===== config.mk =====
export PLATFORM = sky130hd
export DESIGN_NAME = riscv_dmem_resp
export DESIGN_NICKNAME = d
export VERILOG_FILES = /design/src/rtl/biu_constants_pkg.sv /design/src/rtl/riscv_dmem_fifo.sv /design/src/rtl/riscv_dmem_resp.sv
export SDC_FILE = /design/constraint.sdc
export NUM_CORES = 1
export LEC_CHECK = 0
export CORE_MARGIN = 1.5
export CORE_UTILIZATION = 49
export DETAILED_ROUTE_END_ITERATION = 6
export HOLD_SLACK_MARGIN = 0.03
export PLACE_DENSITY = 0.75
export REMOVE_ABC_BUFFERS = 1
export SETUP_SLACK_MARGIN = 0.05
export SKIP_LAST_GASP = 1
export SLEW_MARGIN = 20
export SYNTH_ARGS = -nofsm -noshare
export SYNTH_HDL_FRONTEND = slang
export SYNTH_SLANG_ARGS = --single-unit

===== constraint.sdc =====
create_clock -name clk -period 5.1 [get_ports clk]
set_input_delay 0.765 -clock clk [delete_from_list [all_inputs] [get_ports clk]]
set_output_delay 0.765 -clock clk [all_outputs]
set_load 0.02 [all_outputs]

===== src/rtl/biu_constants_pkg.sv =====
// Shared bus-interface constants: access sizes, data-memory FSM states,
// and size-to-byte-enable / misalignment helpers reused by bus blocks.
package biu_constants_pkg;

    typedef enum logic [2:0] {
        BYTE       = 3'd0,
        HWORD      = 3'd1,
        WORD       = 3'd2,
        DWORD      = 3'd3,
        UNDEF_SIZE = 3'd7
    } biu_size_t;

    typedef enum logic [1:0] {
        IDLE  = 2'd0,
        ISSUE = 2'd1,
        RESP  = 2'd2
    } dmem_state_t;

    // Byte enables for a 64-bit lane set; 32-bit users take the low nibble.
    function automatic logic [7:0] biu_be(
        input biu_size_t  size,
        input logic [2:0] a,
        input logic       is64
    );
        logic [2:0] o;
        logic [7:0] be;
        o  = is64 ? a : {1'b0, a[1:0]};
        be = 8'h00;
        case (size)
            BYTE:    be = 8'h01 << o;
            HWORD:   be = 8'h03 << o;
            WORD:    be = is64 ? (8'h0F << o) : 8'h0F;
            DWORD:   be = is64 ? 8'hFF : 8'h00;
            default: be = 8'h00;
        endcase
        return be;
    endfunction

    function automatic logic biu_misaligned(
        input biu_size_t  size,
        input logic [2:0] a,
        input logic       is64
    );
        logic mis;
        mis = 1'b1;
        case (size)
            BYTE:    mis = 1'b0;
            HWORD:   mis = a[0];
            WORD:    mis = |a[1:0];
            DWORD:   mis = is64 ? |a : 1'b1;
            default: mis = 1'b1;
        endcase
        return mis;
    endfunction

endpackage


===== src/rtl/riscv_dmem_fifo.sv =====
// In-order request buffer for the data-memory response block.
module riscv_dmem_fifo #(
    parameter int DEPTH = 2,
    parameter int W     = 8
) (
    input  logic         clk,
    input  logic         rst,
    input  logic         push,
    input  logic [W-1:0] din,
    input  logic         pop,
    output logic [W-1:0] dout,
    output logic         full,
    output logic         empty
);

    localparam int AW = (DEPTH > 1) ? $clog2(DEPTH) : 1;
    localparam int CW = $clog2(DEPTH + 1);

    logic [W-1:0]  mem_q [DEPTH];
    logic [AW-1:0] wr_q, rd_q;
    logic [CW-1:0] cnt_q;
    logic          do_push, do_pop;

    assign full    = (cnt_q == CW'(DEPTH));
    assign empty   = (cnt_q == '0);
    assign do_push = push && !full;
    assign do_pop  = pop && !empty;
    assign dout    = mem_q[rd_q];

    function automatic logic [AW-1:0] inc(input logic [AW-1:0] p);
        return (p == AW'(DEPTH - 1)) ? '0 : p + 1'b1;
    endfunction

    always_ff @(posedge clk) begin
        if (do_push) mem_q[wr_q] <= din;
    end

    always_ff @(posedge clk) begin
        if (rst) begin
            wr_q  <= '0;
            rd_q  <= '0;
            cnt_q <= '0;
        end else begin
            if (do_push) wr_q <= inc(wr_q);
            if (do_pop)  rd_q <= inc(rd_q);
            case ({do_push, do_pop})
                2'b10:   cnt_q <= cnt_q + 1'b1;
                2'b01:   cnt_q <= cnt_q - 1'b1;
                default: cnt_q <= cnt_q;
            endcase
        end
    end

endmodule


===== src/rtl/riscv_dmem_resp.sv =====
// Data-memory request buffer and backend sequencer: queues core accesses,
// issues aligned ones to the backend and returns one in-order ack each.
module riscv_dmem_resp
    import biu_constants_pkg::*;
#(
    parameter int XLEN  = 32,
    parameter int DEPTH = 2
) (
    input  logic              clk,
    input  logic              rst,
    input  logic              dmem_req,
    input  logic              dmem_we,
    input  biu_size_t         dmem_size,
    input  logic [XLEN-1:0]   dmem_adr,
    input  logic [XLEN-1:0]   dmem_d,
    output logic              dmem_busy,
    output logic              dmem_ack,
    output logic [XLEN-1:0]   dmem_q,
    output logic              dmem_misaligned,
    output logic              dmem_page_fault,
    output logic              mem_req,
    output logic              mem_we,
    output logic [XLEN-1:0]   mem_adr,
    output logic [XLEN-1:0]   mem_d,
    output logic [XLEN/8-1:0] mem_be,
    input  logic              mem_ack,
    input  logic [XLEN-1:0]   mem_q,
    input  logic              mem_err
);

    localparam int   NB   = XLEN / 8;
    localparam logic IS64 = (XLEN == 64);

    typedef struct packed {
        logic            we;
        biu_size_t       size;
        logic [XLEN-1:0] adr;
        logic [XLEN-1:0] d;
        logic            mis;
    } entry_t;

    entry_t      in_e, head;
    logic        push, pop, full, empty;
    logic [7:0]  be8;
    dmem_state_t state_q;

    logic            dmem_ack_q, dmem_mis_q, dmem_pf_q;
    logic [XLEN-1:0] dmem_q_q;
    logic            mem_req_q, mem_we_q;
    logic [XLEN-1:0] mem_adr_q, mem_d_q;
    logic [NB-1:0]   mem_be_q;

    always_comb begin
        in_e      = '0;
        in_e.we   = dmem_we;
        in_e.size = dmem_size;
        in_e.adr  = dmem_adr;
        in_e.d    = dmem_d;
        in_e.mis  = biu_misaligned(dmem_size, dmem_adr[2:0], IS64);
    end

    assign push = dmem_req && !full;
    assign be8  = biu_be(head.size, head.adr[2:0], IS64);

    // The head leaves the buffer on the edge that registers its response.
    always_comb begin
        pop = 1'b0;
        case (state_q)
            ISSUE:   pop = mem_ack;
            default: pop = !empty && head.mis;
        endcase
    end

    riscv_dmem_fifo #(
        .DEPTH (DEPTH),
        .W     ($bits(entry_t))
    ) u_fifo (
        .clk   (clk),
        .rst   (rst),
        .push  (push),
        .din   (in_e),
        .pop   (pop),
        .dout  (head),
        .full  (full),
        .empty (empty)
    );

    always_ff @(posedge clk) begin
        if (rst) begin
            state_q    <= IDLE;
            dmem_ack_q <= 1'b0;
            dmem_mis_q <= 1'b0;
            dmem_pf_q  <= 1'b0;
            dmem_q_q   <= '0;
            mem_req_q  <= 1'b0;
            mem_we_q   <= 1'b0;
            mem_adr_q  <= '0;
            mem_d_q    <= '0;
            mem_be_q   <= '0;
        end else begin
            dmem_ack_q <= 1'b0;
            case (state_q)
                ISSUE: begin
                    if (mem_ack) begin
                        mem_req_q  <= 1'b0;
                        dmem_ack_q <= 1'b1;
                        dmem_mis_q <= 1'b0;
                        dmem_pf_q  <= mem_err;
                        dmem_q_q   <= (mem_we_q || mem_err) ? '0 : mem_q;
                        state_q    <= RESP;
                    end
                end
                default: begin
                    if (empty) begin
                        state_q <= IDLE;
                    end else if (head.mis) begin
                        dmem_ack_q <= 1'b1;
                        dmem_mis_q <= 1'b1;
                        dmem_pf_q  <= 1'b0;
                        dmem_q_q   <= '0;
                        state_q    <= RESP;
                    end else begin
                        mem_req_q <= 1'b1;
                        mem_we_q  <= head.we;
                        mem_adr_q <= head.adr & ~XLEN'(NB - 1);
                        mem_be_q  <= NB'(be8);
                        mem_d_q   <= head.d;
                        state_q   <= ISSUE;
                    end
                end
            endcase
        end
    end

    assign dmem_busy       = full;
    assign dmem_ack        = dmem_ack_q;
    assign dmem_q          = dmem_q_q;
    assign dmem_misaligned = dmem_mis_q;
    assign dmem_page_fault = dmem_pf_q;
    assign mem_req         = mem_req_q;
    assign mem_we          = mem_we_q;
    assign mem_adr         = mem_adr_q;
    assign mem_d           = mem_d_q;
    assign mem_be          = mem_be_q;

endmodule


* Yosys cells after proc, flatten, opt, wreduce, memory -nomap -nowiden
Memories as Yosys holds them, arrays and structs flattened. A register that Yosys moved wholly into a read port is not among the register bits. Cells that the tools add are included.
Storage, ports and cells: output and inout port bits 106, bits in writable memories 138, word-level logic and storage cells 84, input bits 105, bits in read-only memories 0, bits in latches 0, memories 1, register bits after elaboration 109
Cells by class: bitwise logic cells 3, muxes and demuxes 34, div/mod/pow operators 0, add/subtract/negate cells 4, shift-type cells 2, reduce and logical (&&, ||, !) cells 16, order comparisons 0, multipliers 0, equal/unequal tests 11
Memory list:
- u_fifo.mem_q | words 2, bits a word 69, rd ports 1, clocked after Yosys merged registers in 1, write ports 1, line riscv_dmem_fifo.sv:19 | logic [W-1:0] mem_q [DEPTH];
Operators with widths (number):
- $mux 32 | 5
- $mux 1 | 22
- $pmux 4 s3 | 1
- $reduce_and 3->1 | 3
- $mux 2 | 4
- $eq 3x1->1 const B | 2
- $eq 3x2->1 const B | 2
- $logic_not 3->1 | 2
- $eq 2x1->1 const B | 2
- $eq 2x2->1 const B | 2
- $logic_and 1x1->1 | 4
- $ne 2x2->1 const B | 2
- $pmux 2 s2 | 1
- $reduce_bool 2->1 | 2
- $shl 1x2->4 const A | 1
- $shl 2x2->4 const A | 1
- $not 1->1 | 3
- $pmux 1 s3 | 1
- $add 1x1->1 const B | 2
- $add 2x1->2 const B | 1
- $logic_not 1->1 | 2
- $logic_not 2->1 | 1
- $ne 2x1->1 const B | 1
- $reduce_or 2->1 | 1
- 2 further kinds | 2

* Longest topological paths before layout
word-level depth 7, gate-level depth with buffers 10, gate-level depth less buffers 7

* Modules after synthesis
From an unflattened synthesis, not the netlist that was laid out.
Unflattened totals: cells, all modules 658, area total of the unflattened synthesis 9012.4 um^2
By module, submodules not included:
- riscv_dmem_fifo | seq. area each 4244.1 um^2, area each 5190.0 um^2, cells each 241, instances 1
- riscv_dmem_resp | seq. area each 2102.0 um^2, area each 3822.4 um^2, cells each 417, instances 1

* Worst setup path before layout
Ideal clock, no wire load.
kind input to register, start point input port dmem_req, end point memory u_fifo.mem_q[0][0] (netlist name) (enable), data required time 4.604 ns, arrival time 3.739 ns, setup time 0.496 ns, path buffers 0, slack 0.864 ns, stages 2, path through nand2_1 > nor2_1
On the way: cells in the longest elaborated chain, start to end 4
Ends and longest elaborated chain:
- from (decl) | line riscv_dmem_resp.sv:11 | input logic dmem_req,
- $logic_and 1x1->1 | line riscv_dmem_resp.sv:62 | assign push = dmem_req && !full;
- $logic_and 1x1->1 | line riscv_dmem_fifo.sv:26 | assign do_push = push && !full;
- $mux 1 | line riscv_dmem_fifo.sv:35 | if (do_push) mem_q[wr_q] <= din;
- $mux 1 (not written as such) | line riscv_dmem_fifo.sv:35
- to (decl) | line riscv_dmem_fifo.sv:19
No other way between the ends.

==> summary.txt <==
Worst setup path
  – Max stage delay on crit path: 730 ps
  – Worst path bufs/invs: 1
  – CP Depth: 5
  – Arr. time, crit path: 3120 ps
  – CP Max Fanout: 87
  – Setup CP Type: flip-flop to flip-flop
  – CP delay by family, top: simple AND/OR/NAND/NOR gates
  – Critical path data required time: 5450 ps
  – Critical path endpoint category: flip-flop
  – Critical path cell sequence: mux2i_1 -> nor3b_4 -> buf_4 -> nor3b_1 -> a211oi_1
  – Startpoint class of the critical path: flip-flop
  – FF-to-FF path depth: 5
  – CP max-delay cell: buf_4

Floorplanning
  – Num ports: 211
  – Starting Density: 49.7%
  – CORE AREA: 17900 sq um
  – Die height: 138 microns
  – Die X: 138 microns
  – Row count: 49
  – Die Area: 19000 sq um

Layout
  – Core Util, Final: 66.6%
  – Fin cells: 1094
  – Fill count: 1277
  – Fraction of layout cells with a size suffix above 1: 8.22%
  – Layout overhead on the synthesized area: 34.0%
  – Final #Nets: 952

Timing
  – Worst relative slew slack: 25.7%
  – Final Hold Fails: 0
  – RSZ-0062 raised after global routing: no
  – Actual slew at the worst max-slew pin: 1110 ps
  – Clock Skew: 8.05 ps
  – Max Freq: 361 MHz
  – # setup viols final: 0
  – Worst hold slack: 455 ps
  – Fin crit period: 2770 ps
  – Max Slew Vio Count: 0
  – Final period util: 54.3%

Synthesis
  – Main combinational cell family by area after synthesis: compound AO/OA/AOI/OAI gates
  – Synth async-reset ratio: 0%
  – Xor/xnor cell area share of the yosys netlist: 0.295%
  – Netlist Area Pre-Place: 8900 sq um
  – Synthesis-stage register bit count: 248
  – Compound-gate portion of the synthesized area: 9.81%
  – Mapped Avg Cell Area: 13.7 sq um
  – Largest area contributor in the netlist: edfxtp_1
  – Share of synthesized cell area in full adder, half adder and majority cells: 0.141%
  – Ys flop type: edfxtp_1
  – Distinct cells, synth: 36
  – Syn Inst Count: 650
  – Post-synth EDFFs: 138
  – Mux share of post-synthesis cell area: 7.53%
  – Post-Synth Simple-Gate Area: 8.24%
  – Synth top area share: 46.5%
  – Sequential share of the synthesized area: 71.3%
  – Top post-synthesis cells by area: edfxtp_1 47%, dfxtp_1 25%, mux2i_1 7.5%
  – YS warnings: 0

Run
  – Max-cap violations: 0

Clocking
  – Hold buffers post-CTS: 0
  – CTS Sinks: 248
  – Clock transition at path regs: 60 ps
  – Root buf cell: clkbuf_16
  – CTS tree: done
  – Cts bufs inserted: 25
  – Setup bufs post-CTS: 0
  – Clk_lat worst skew: 510 ps
  – Max clock buf depth: 3
  – CTS resizes: 0
  – H-tree levels: 1

Place
  – Gpl congestion: 0.761
  – Total placed cells including tap cells: 1048
  – Hpwl dp: 11900 microns
  – I/O Buffers: 208

Power
  – Peak VDD IR: 0.360 mV
  – Pleak: 0.00386 uW
  – Pwr/cell area: 511 nW/um^2
  – Post-layout power: 6090 uW

Detailed routing
  – Vias: 5744
  – WL final: 18600 microns
  – Vias per cell: 5.25
  – 1st-pass router iterations: 4
  – Avg WL per Cell: 17.0 microns
  – Initial DRC Count: 298
  – DRC errors left: 0
  – Antenna Nets Post-Route: 0

Min path
  – Hold depth: 2
  – Hold WC Path Type: flip-flop to flip-flop

Global routing
  – Gr usage total: 19.3%
  – Number of global-route vias before repair: 5776
  – First-pass GRT wire length: 28500 microns
  – Largest net degree at the start of global routing: 88
  – GRT Residual Overflow: 0
  – Initial antenna violation count: 2

Run status
  – Status: completed
## worst paths after layout
path         slack (ps)       start         end
max                2330   flip-flop   mem_be[1]
min                 450  dmem_q[11]  dmem_q[11]
max reg2reg        2330   flip-flop   mem_be[1]
min reg2reg         450  dmem_q[11]  dmem_q[11]
## power by group
| part | leakage, uW | total, uW | internal, uW | switching, uW |
|---|---|---|---|---|
| registers | 0.00219 | 2690 | 2510 | 179 |
| logic | 0.00128 | 1660 | 706 | 955 |
| clock network | 0.000392 | 1740 | 1040 | 697 |
## layout by cell type, fill, tap and decap left out, types with 2 or more instances in the layout
| cell | Yosys | layout |
|---|---|---|
| a32oi_1 | 2 | 2 |
| a21oi_1 | 37 | 37 |
| inv_1 | 2 | 2 |
| o211ai_1 | 2 | 2 |
| buf_4 | 5 | 8 |
| clkdlybuf4s50_1 | 0 | 207 |
| nor3b_1 | 2 | 2 |
| clkbuf_1 | 15 | 9 |
| nand2_1 | 36 | 36 |
| or3_1 | 3 | 3 |
| mux2i_1 | 67 | 67 |
| a211oi_2 | 21 | 21 |
| dfxtp_1 | 110 | 109 |
| xor2_1 | 2 | 2 |
| clkinv_2 | 0 | 3 |
| clkbuf_16 | 0 | 26 |
| a211oi_1 | 47 | 47 |
| nand3_1 | 32 | 32 |
| conb_1 | 1 | 2 |
| nand2b_1 | 4 | 4 |
| edfxtp_1 | 138 | 138 |
| clkbuf_8 | 0 | 4 |
| nor3_1 | 2 | 2 |
| nor2_1 | 79 | 78 |
| o21ai_0 | 2 | 2 |
## cells in the mapped netlist (4+ instances only)
| cell | n |
|---|---|
| edfxtp_1 | 138 |
| dfxtp_1 | 110 |
| nor2_1 | 79 |
| mux2i_1 | 67 |
| a211oi_1 | 47 |
| a21oi_1 | 37 |
| nand2_1 | 36 |
| nand3_1 | 32 |
| buf_2 | 26 |
| a211oi_2 | 21 |
| clkbuf_1 | 15 |
| buf_4 | 5 |
| nand2b_1 | 4 |
## per-layer routing
metal	track usage, %	up-vias	wire (microns)
met5	0	-	13
met4	3.70	2	238
met3	5.70	27	1700
met2	34.3	213	9010
met1	23.3	2711	7580
li1	-	2791	-
## worst min-delay path, cell delays in order, from the launching register on
cell and delay, ps:
dfxtp_1 310, nand2_1 50, a21oi_1 50
## state kept, by name (all words and copies together) (netlist names), 2 cells and up, named ones only
signal / flops
mem_d: 32
state_q: 2
u_fifo.mem_q: 138
mem_be: 4
dmem_q: 32
u_fifo.cnt_q: 2
mem_adr: 30
## final cells by class
class / count / area, sq um / share of cell area (%)
Multi-Input combinational cell: 354 / 2360 / 19.8
Tap cell: 229 / 287 / 2.40
Clock inverter: 6 / 55.1 / 0.462
Antenna cell: 1 / 2.50 / 0.0210
Timing Repair Buffer: 215 / 2130 / 17.9
Sequential cell: 248 / 6350 / 53.2
Inverter: 2 / 7.51 / 0.0629
Clock buffer: 39 / 739 / 6.20
## through the flow
| step | instance area, sq um | TNS, ps | worst slack (ps) |
|---|---|---|---|
| final | 11900 | 0 | 2330 |
| after global routing | 11900 | 0 | 2070 |
| after CTS | 11900 | 0 | 2300 |
| after detailed placement | 11100 | 0 | 2310 |
| after global placement | 11100 | 0 | 2450 |
| after floorplan | 8680 | -179350 | -2830 |
## cell families (layout without fill, tap and decap cells)
kind of cell | after synthesis | count (layout)
DFF | 248 | 248
and+or+nand+nor | 166 | 166
AOI/OAI and AO/OA | 115 | 115
muxes | 67 | 67
buffers and inverters | 49 | 262
xor gates and xnor gates | 3 | 3
adders and majority gates | 1 | 1
other | 1 | 3
(Power assumes the default switching activity.)
